`src/rtl/wb_scoreboard.sv`:
```
// Write-back scoreboard: reserves long-latency destinations, queues their results and
// merges them with core writes onto the single RF write port. Optional forwarding: WB_FWD_EN.
module wb_scoreboard #(
  parameter int DEPTH = 4,
  parameter int XLEN  = 32
) (
  input  logic                         clk,
  input  logic                         rst,
  input  logic                         issue_valid,
  input  logic [4:0]                   issue_rd,
  output logic                         issue_ready,
  input  logic                         res_valid,
  input  logic [4:0]                   res_rd,
  input  logic [XLEN-1:0]              res_data,
  output logic                         res_ready,
  input  logic                         core_wr_valid,
  input  logic [4:0]                   core_rd,
  input  logic [XLEN-1:0]              core_data,
  output logic                         rf_regwrite,
  output logic [4:0]                   rf_rd,
  output logic [XLEN-1:0]              rf_write_data,
  input  logic [4:0]                   rs1,
  input  logic [4:0]                   rs2,
  output logic                         hazard,
  output logic [31:0]                  pending,
  output logic [$clog2(DEPTH+1)-1:0]   outstanding,
  output logic                         err,
  output logic                         fwd1_en,
  output logic                         fwd2_en,
  output logic [XLEN-1:0]              fwd1_data,
  output logic [XLEN-1:0]              fwd2_data
);

  localparam int CW = $clog2(DEPTH + 1);
  localparam int PW = $clog2(DEPTH);

  logic [4:0]      fifo_rd   [DEPTH];
  logic [XLEN-1:0] fifo_data [DEPTH];
  logic [PW-1:0]   wr_ptr;
  logic [PW-1:0]   rd_ptr;
  logic [CW-1:0]   count;

  logic            full;
  logic            empty;
  logic            issue_set;
  logic            res_acc;
  logic            enq;
  logic            pop;
  logic            dec;
  logic            err_set;
  logic [4:0]      head_rd;
  logic [XLEN-1:0] head_data;
  logic [31:0]     pending_next;

  assign head_rd   = fifo_rd[rd_ptr];
  assign head_data = fifo_data[rd_ptr];

  assign full      = (count == CW'(DEPTH));
  assign empty     = (count == '0);
  assign res_ready = !full;

  assign issue_ready = !pending[issue_rd] && (outstanding < CW'(DEPTH));
  assign issue_set   = issue_valid && issue_ready && (issue_rd != 5'd0);

  assign res_acc = res_valid && res_ready;
  assign enq     = res_acc && (res_rd != 5'd0);
  assign pop     = !core_wr_valid && !empty;

  // A stray (never reserved) result owns no reservation, so it must not decrement.
  assign dec = pop && pending[head_rd];

  assign err_set = (enq && !pending[res_rd]) ||
                   (core_wr_valid && (core_rd != 5'd0) && pending[core_rd]);

  always_comb begin
    rf_regwrite   = 1'b0;
    rf_rd         = 5'd0;
    rf_write_data = '0;
    if (core_wr_valid) begin
      rf_regwrite   = (core_rd != 5'd0);
      rf_rd         = core_rd;
      rf_write_data = core_data;
    end else if (!empty) begin
      rf_regwrite   = 1'b1;
      rf_rd         = head_rd;
      rf_write_data = head_data;
    end
  end

`ifdef WB_FWD_EN
  assign fwd1_en   = pop && (rs1 != 5'd0) && (head_rd == rs1);
  assign fwd2_en   = pop && (rs2 != 5'd0) && (head_rd == rs2);
  assign fwd1_data = fwd1_en ? head_data : '0;
  assign fwd2_data = fwd2_en ? head_data : '0;
`else
  assign fwd1_en   = 1'b0;
  assign fwd2_en   = 1'b0;
  assign fwd1_data = '0;
  assign fwd2_data = '0;
`endif

  assign hazard = ((rs1 != 5'd0) && pending[rs1] && !fwd1_en) ||
                  ((rs2 != 5'd0) && pending[rs2] && !fwd2_en);

  // Set after clear so a re-issue of the draining register stays reserved.
  always_comb begin
    pending_next = pending;
    if (pop) pending_next[head_rd] = 1'b0;
    if (issue_set) pending_next[issue_rd] = 1'b1;
    pending_next[0] = 1'b0;
  end

  always_ff @(posedge clk or posedge rst) begin
    if (rst) begin
      wr_ptr      <= '0;
      rd_ptr      <= '0;
      count       <= '0;
      pending     <= '0;
      outstanding <= '0;
      err         <= 1'b0;
      for (int i = 0; i < DEPTH; i++) begin
        fifo_rd[i]   <= 5'd0;
        fifo_data[i] <= '0;
      end
    end else begin
      if (enq) begin
        fifo_rd[wr_ptr]   <= res_rd;
        fifo_data[wr_ptr] <= res_data;
        wr_ptr            <= wr_ptr + PW'(1);
      end
      if (pop) rd_ptr <= rd_ptr + PW'(1);

      case ({enq, pop})
        2'b10:   count <= count + CW'(1);
        2'b01:   count <= count - CW'(1);
        default: count <= count;
      endcase

      case ({issue_set, dec})
        2'b10:   outstanding <= outstanding + CW'(1);
        2'b01:   outstanding <= outstanding - CW'(1);
        default: outstanding <= outstanding;
      endcase

      pending <= pending_next;
      if (err_set) err <= 1'b1;
    end
  end

endmodule

```
`config.mk`:
```
export PLATFORM = sky130hd
export DESIGN_NAME = wb_scoreboard
export DESIGN_NICKNAME = d
export VERILOG_FILES = /design/src/rtl/wb_scoreboard.sv
export SDC_FILE = /design/constraint.sdc
export NUM_CORES = 1
export LEC_CHECK = 0
export CAP_MARGIN = 15
export CORE_ASPECT_RATIO = 1.5
export CORE_MARGIN = 2
export CORE_UTILIZATION = 38
export DETAILED_ROUTE_END_ITERATION = 6
export PLACE_DENSITY_LB_ADDON = 0.3
export SYNTH_ARGS = -nofsm -noshare
export SYNTH_HDL_FRONTEND = slang
export SYNTH_SLANG_ARGS = --single-unit
```
`constraint.sdc`:
```
create_clock -name clk -period 7.2 [get_ports clk]
set_clock_uncertainty 0.2 [all_clocks]
set_input_delay 1.44 -clock clk [delete_from_list [all_inputs] [get_ports clk]]
set_output_delay 1.44 -clock clk [all_outputs]
set_load 0.01 [all_outputs]
```
==> results.cfg <==
[timing]
fin_crit_sh = 0.822
fin_hold_ws_ps = 292
rsz0062_at_grt = false
slew_violations = 0
tightest_slew_ps = 935
fmax_mhz = 169
setup_viol = 0
tns_ps = 0
min_period_ps = 5920
hold_viol = 0
relSlewSlack = 0.376

[synth]
syn_area_sq_um = 10800
async_flop_share = 1.00
ys_warn_count = 0
synth.top_cell.area_share = 0.442
ys_ff_latch = 190
synthAdderAreaFrac = 0.0107
synthCells = 798
synth_xor_area_frac = 0.00732
avgSynthCellArea_sq_um = 13.5
synth_ff_type = dfrtp_1
synthSimpleGateAreaFrac = 0.0385
synth_top_family_by_area = multiplexers
synth-edff-count = 0
synth_compound_area_frac = 0.0810
synth_area_leaders = dfrtp_1 44%, mux4_2 17%, mux2_2 16%
ys_seq_area_frac = 0.442
synthMuxAreaShare = 0.344
synth_top_cell_by_area = dfrtp_1
ys_types = 45

[power]
p_per_area_nw_per_um2 = 442
ir_drop_mv = 0.165
p_leak_nw = 5.30

[cts]
clkLatencyLatePin_ps = 440
root_buffer = clkbuf_16
postCtsHoldBufs = 0
post_cts_resize_count = 0
cts_tree = done
clkTransAtPathRegs_ps = 60
numCtsBuffers = 17
cts_sinks = 190
cts_htree_levels = 4
cts_max_path_buffers = 2
post_cts_buffers = 0

[global_route]
grt_pass1_wl_microns = 43400
grt_pass1_vias = 7555
antenna_found_initial = 0
grt_max_degree = 99
overflow = 0
grt.total_usage = 0.192

[placed_design]
io_buffers = 169
gp_congestion = 0.848
dp.cells = 1263
placed_area_sq_um = 12400
dpl.hpwl_microns = 19100

[worst_setup_path]
max_stage_delay_ps = 1030
worstPathCellList = clkdlybuf4s50_1 -> mux4_2 -> a22oi_1 -> o211a_1 -> and3b_1 -> clkdlybuf4s50_1
critPathSlowestCell = clkdlybuf4s50_1
cp_max_fo = 19
critPathRequiredTime_ps = 5560
cp.arrival_ps = 4280
end_kind = output port
crit_family = buffers and inverters
path_buf_inv = 2
start_kind = primary input
crit_type = in2out
path_common_cell = clkdlybuf4s50_1

[route]
avgViaCountPerCell = 5.66
postRouteAntennaNets = 0
drc_errors = 0
dr.pass1.iters = 5
dr_total_vias = 7319
drtIter0Drc = 486
wirelength_microns = 28000
avgRoutedWirePerCell_microns = 21.6

[finish]
drive_gt1_frac = 0.292
finalInstanceArea_sq_um = 13000
diodes = 0
fin_cells = 1294
mostFrequentLayoutCells = 188 x dfrtp_1, 168 x clkdlybuf4s50_1, 150 x mux2_2
fin_util = 0.465
layout_commonest_cell = dfrtp_1
synthToLayoutAreaGrowth_pct = 20.8
layout.nets = 1039

[floorplanning]
start_util = 0.385
ios = 237
die_h_microns = 210
dieArea_sq_um = 29700
die_x_microns = 141
row_count = 75
coreArea_sq_um = 28000

[job]
drv_cap = 0

[hold_path]
hp-class = reg2reg

[run_status]
outcome = complete, no violations
-- final timing paths --
| path | from | end | slack, ps | cells past startpoint |
|---|---|---|---|---|
| worst max-delay path | issue_rd[0] | issue_ready | 1280 | 6 |
| worst min-delay path | fifo_rd[0] | fifo_rd[0] | 290 | 2 |
| worst max register to register | rd_ptr[0] | outstanding[2] | 2340 | 12 |
| worst min register to register | fifo_rd[0] | fifo_rd[0] | 290 | 2 |
| max in group asynchronous | rst | rd_ptr[1] | 4010 | 3 |
| min in group asynchronous | rst | count[0] | 1340 | 2 |
-- per-stage QoR --
step / total power, mW / setup slack, ps
floorplan: 3.90 / 390
detailed placement: 4.87 / 1280
global placement: 4.82 / 1300
CTS: 5.78 / 1270
finish: 5.74 / 1280
global route: 6.08 / 1120
-- state kept, by name (all words and copies together), names as in the netlist --
name         cells
fifo_data      128
fifo_rd         20
rd_ptr           2
err              1
pending         31
count            3
outstanding      3
wr_ptr           2
-- routing by layer --
metal  share of wire  up-vias  track usage  wire length (microns)
met3           0.068       71       0.0432                   1910
met1            0.38     3744        0.224                  10500
met4           0.039        0       0.0914                   1100
met2            0.52      343        0.335                  14500
li1                -     3161            -                      -
met5               0        -            0                      0
-- logic make-up (layout without fill, tap and decap cells) --
group           Yosys count  in the layout
simple gates             76             76
buf+inv                 136            220
xor+xnor                  9              9
compound gates          125            125
mux                     253            253
other cells               1             67
flops                   190            190
fa+ha+maj                 8              8
-- worst reg2reg max path, cell delays in order, from the launching register on --
cell and delay (ps):
dfrtp_2 990, mux4_2 910, mux2i_1 200, mux2i_1 270, o22ai_1 120, or3_1 410, nor3_1 540, ha_1 310
inv_1 60, fa_1 380, xor2_1 150, nor2_1 110, xor2_1 140
-- synthesized netlist by cell type, types with 3 or more instances --
cell type and count:
mux2_2 150, xnor2_1 5, ha_1 6, nand3_1 5, dfrtp_1 190, buf_1 5, mux4_2 79, a22o_1 37
nor2_1 10, nand3b_1 5, o31ai_1 16, xor2_1 4, buf_2 24, nor3_1 3, o41ai_1 7, nor2b_1 6
o22ai_1 4, a211oi_1 3, nand2_1 28, or3_1 5, clkbuf_1 22, inv_1 12, buf_4 72, mux2i_1 24
o21ai_0 41, o21ai_1 8
-- layout make-up --
type	instances	area (sq um)
inverter	12	50.0
tap	346	433
clock buffer	25	485
fill	2525	15000
sequential	190	4760
timing repair buffer	178	1770
multi-input combinational	538	5450
clock inverter	5	58.8
-- report_power, final --
group / switching, mW / internal (mW)
Clock: 0.389 / 0.501
Sequential: 0.519 / 1.60
Combinational: 1.14 / 1.60
Total: 2.04 / 3.70
No activity file was read; power rests on OpenSTA's default activity.
==> edit, RTL diff (same settings) <==
`pending` no longer has a reset.
--- a/src/rtl/wb_scoreboard.sv
+++ b/src/rtl/wb_scoreboard.sv
@@ -115,7 +115,6 @@
       wr_ptr      <= '0;
       rd_ptr      <= '0;
       count       <= '0;
-      pending     <= '0;
       outstanding <= '0;
       err         <= 1'b0;
       for (int i = 0; i < DEPTH; i++) begin
@@ -142,10 +141,13 @@
         default: outstanding <= outstanding;
       endcase
 
-      pending <= pending_next;
       if (err_set) err <= 1'b1;
     end
   end
 
+  always_ff @(posedge clk) begin
+    pending <= pending_next;
+  end
+
 endmodule
 
Formal check against the unedited RTL: not equivalent (a bounded check fails within 4 cycles, from zero or initial values and one cycle with rst high).
==> edit against the original RTL <==
Sequential cell count stayed put. Register-to-register slack better by 1100 ps. The flow now finishes with violations (DRC). First-iteration DRC count is 11% higher. Wire length is 1.3% lower. Count of clock-buffer cells in the layout is 1 lower. Design area is 1.4% lower. Highest routed layer unchanged. Synthesized area is 2.0% lower. Power is 1.3% higher. Worst setup slack better by 55 ps. Global-route usage hardly changed. Core utilization is 0.43 points higher. Largest power group unchanged. Via count hardly changed.
==> edit: results (changes against the original RTL) <==
[routing]
routed_wl_microns=27640  ; -1.3%
viasPerCell=5.626  ; -0.53%
routed-via-count=7325  ; +0.082%
dr.max_layer_used=met4
dr_wl_met3_microns=1756  ; -8.2%
met1_length_microns=10950  ; +4.0%
first_pass_iters=7  ; +2
dr_wl_met2_microns=14140  ; -2.2%
drc=25  ; +25
drtIter0Drc=539  ; +11%

[pwr]
pwr-share-clk_pct=15.1  ; -0.4 points
p_total_mw=5.818  ; +1.3%
p_seq_share_pct=36.6  ; -0.3 points
p_leak_nw=5.174  ; -2.4%
p_sw_share_pct=36.23  ; +0.62 points
ir_drop_uv=214.0  ; +30%

[placement]
routabilityCongestion=0.8431  ; -0.60%
dpl_cell_area_sq_um=12280  ; -1.3%
dp.cells=1270  ; +0.55%

[status]
status=finished, violations left
violations=DRC

[setup_path]
cp_max_fo=13  ; -6
cpPeakStageDelay_ps=840  ; -190 ps
cp.arrival_ps=4230  ; -50 ps
r2r_slack_ps=3430  ; +1090 ps

[layout]
num-fill-cells=2469  ; -2.2%
nNetsFinal=1049  ; +0.96%

[grt]
met1_usage_pct=23.32  ; +0.97 points
grt_pass1_wl_microns=42990  ; -1.0%
grt_pass1_vias=7420  ; -1.8%
grt.met3_usage_pct=3.797  ; -0.52 points
grtUsageMet2_pct=33.55  ; +0.070 points
grt_max_degree=106  ; +7.1%

[synth]
syn_inst=802  ; +0.50%
ys.warnings.count=0  ; unchanged
yosys-top-cells-count=159 x dfrtp_1, 155 x mux2_2, 72 x mux4_2
synthTopCellsByArea=dfrtp_1 38%, mux2_2 17%, mux4_2 15%, dfxtp_1 5.9%, buf_4 4.8%

[hold_path]
holdPathEnd=fifo_data[4]$_DFFE_PP0P_
min_from=fifo_data[4]$_DFFE_PP0P_
whs_path_depth=1  ; -1

[sta]
slew-limit-headroom_pct=25.30  ; -12 points

==> edit: through the flow <==
step           setup WS [ps]  utilization, %  hold WS [ps]
4_1_cts                 1376           46.93         300.8
2_1_floorplan           1268               -         264.3
5_1_grt                 1203           46.93         309.9
6_report                1335           46.93         298.8
3_3_place_gp            1428           44.95         281.3
3_5_place_dp            1396           44.95         287.0
==> edit: worst max path at each step <==
stage                            from              endpoint  slack (ps)  cells past startpoint
after floorplan                   rst  count[0]$_DFFE_PP0P_        1270                      1
after global placement    issue_rd[0]           issue_ready        1430                      7
after detailed placement  issue_rd[0]           issue_ready        1400                      7
after CTS                 issue_rd[0]           issue_ready        1380                      7
final                     issue_rd[0]           issue_ready        1330                      7
after global routing      issue_rd[0]           issue_ready        1200                      7
==> edit: cell type report <==
type | count | area [sq um] | share of cell area [%]
multi-input cells | 552 | 5473 | 42.70
flip-flops and latches | 190 | 4602 | 35.90
repair buffers | 174 | 1724 | 13.45
clock buffers | 24 | 481.7 | 3.758
well taps | 342 | 427.9 | 3.339
clock inverters | 8 | 58.81 | 0.4588
inverters | 12 | 50.05 | 0.3905
==> edit: cells by family after synthesis <==
| group | after synthesis | share of synthesized area (%) |
|---|---|---|
| mux | 257 | 35.54 |
| flops | 190 | 43.61 |
| compound gates | 130 | 8.020 |
| buf+inv | 126 | 7.011 |
| simple gates | 81 | 3.939 |
| xor+xnor | 9 | 0.7474 |
| fa+ha+maj | 8 | 1.091 |
| other cells | 1 | 0.03556 |
==> edit: worst max-delay path, delay by kind of cell <==
family	cells	cell delay (ps)
AOI/OAI and AO/OA	2	330
buffers and inverters	2	1420
muxes	2	960
and+or+nand+nor	1	70
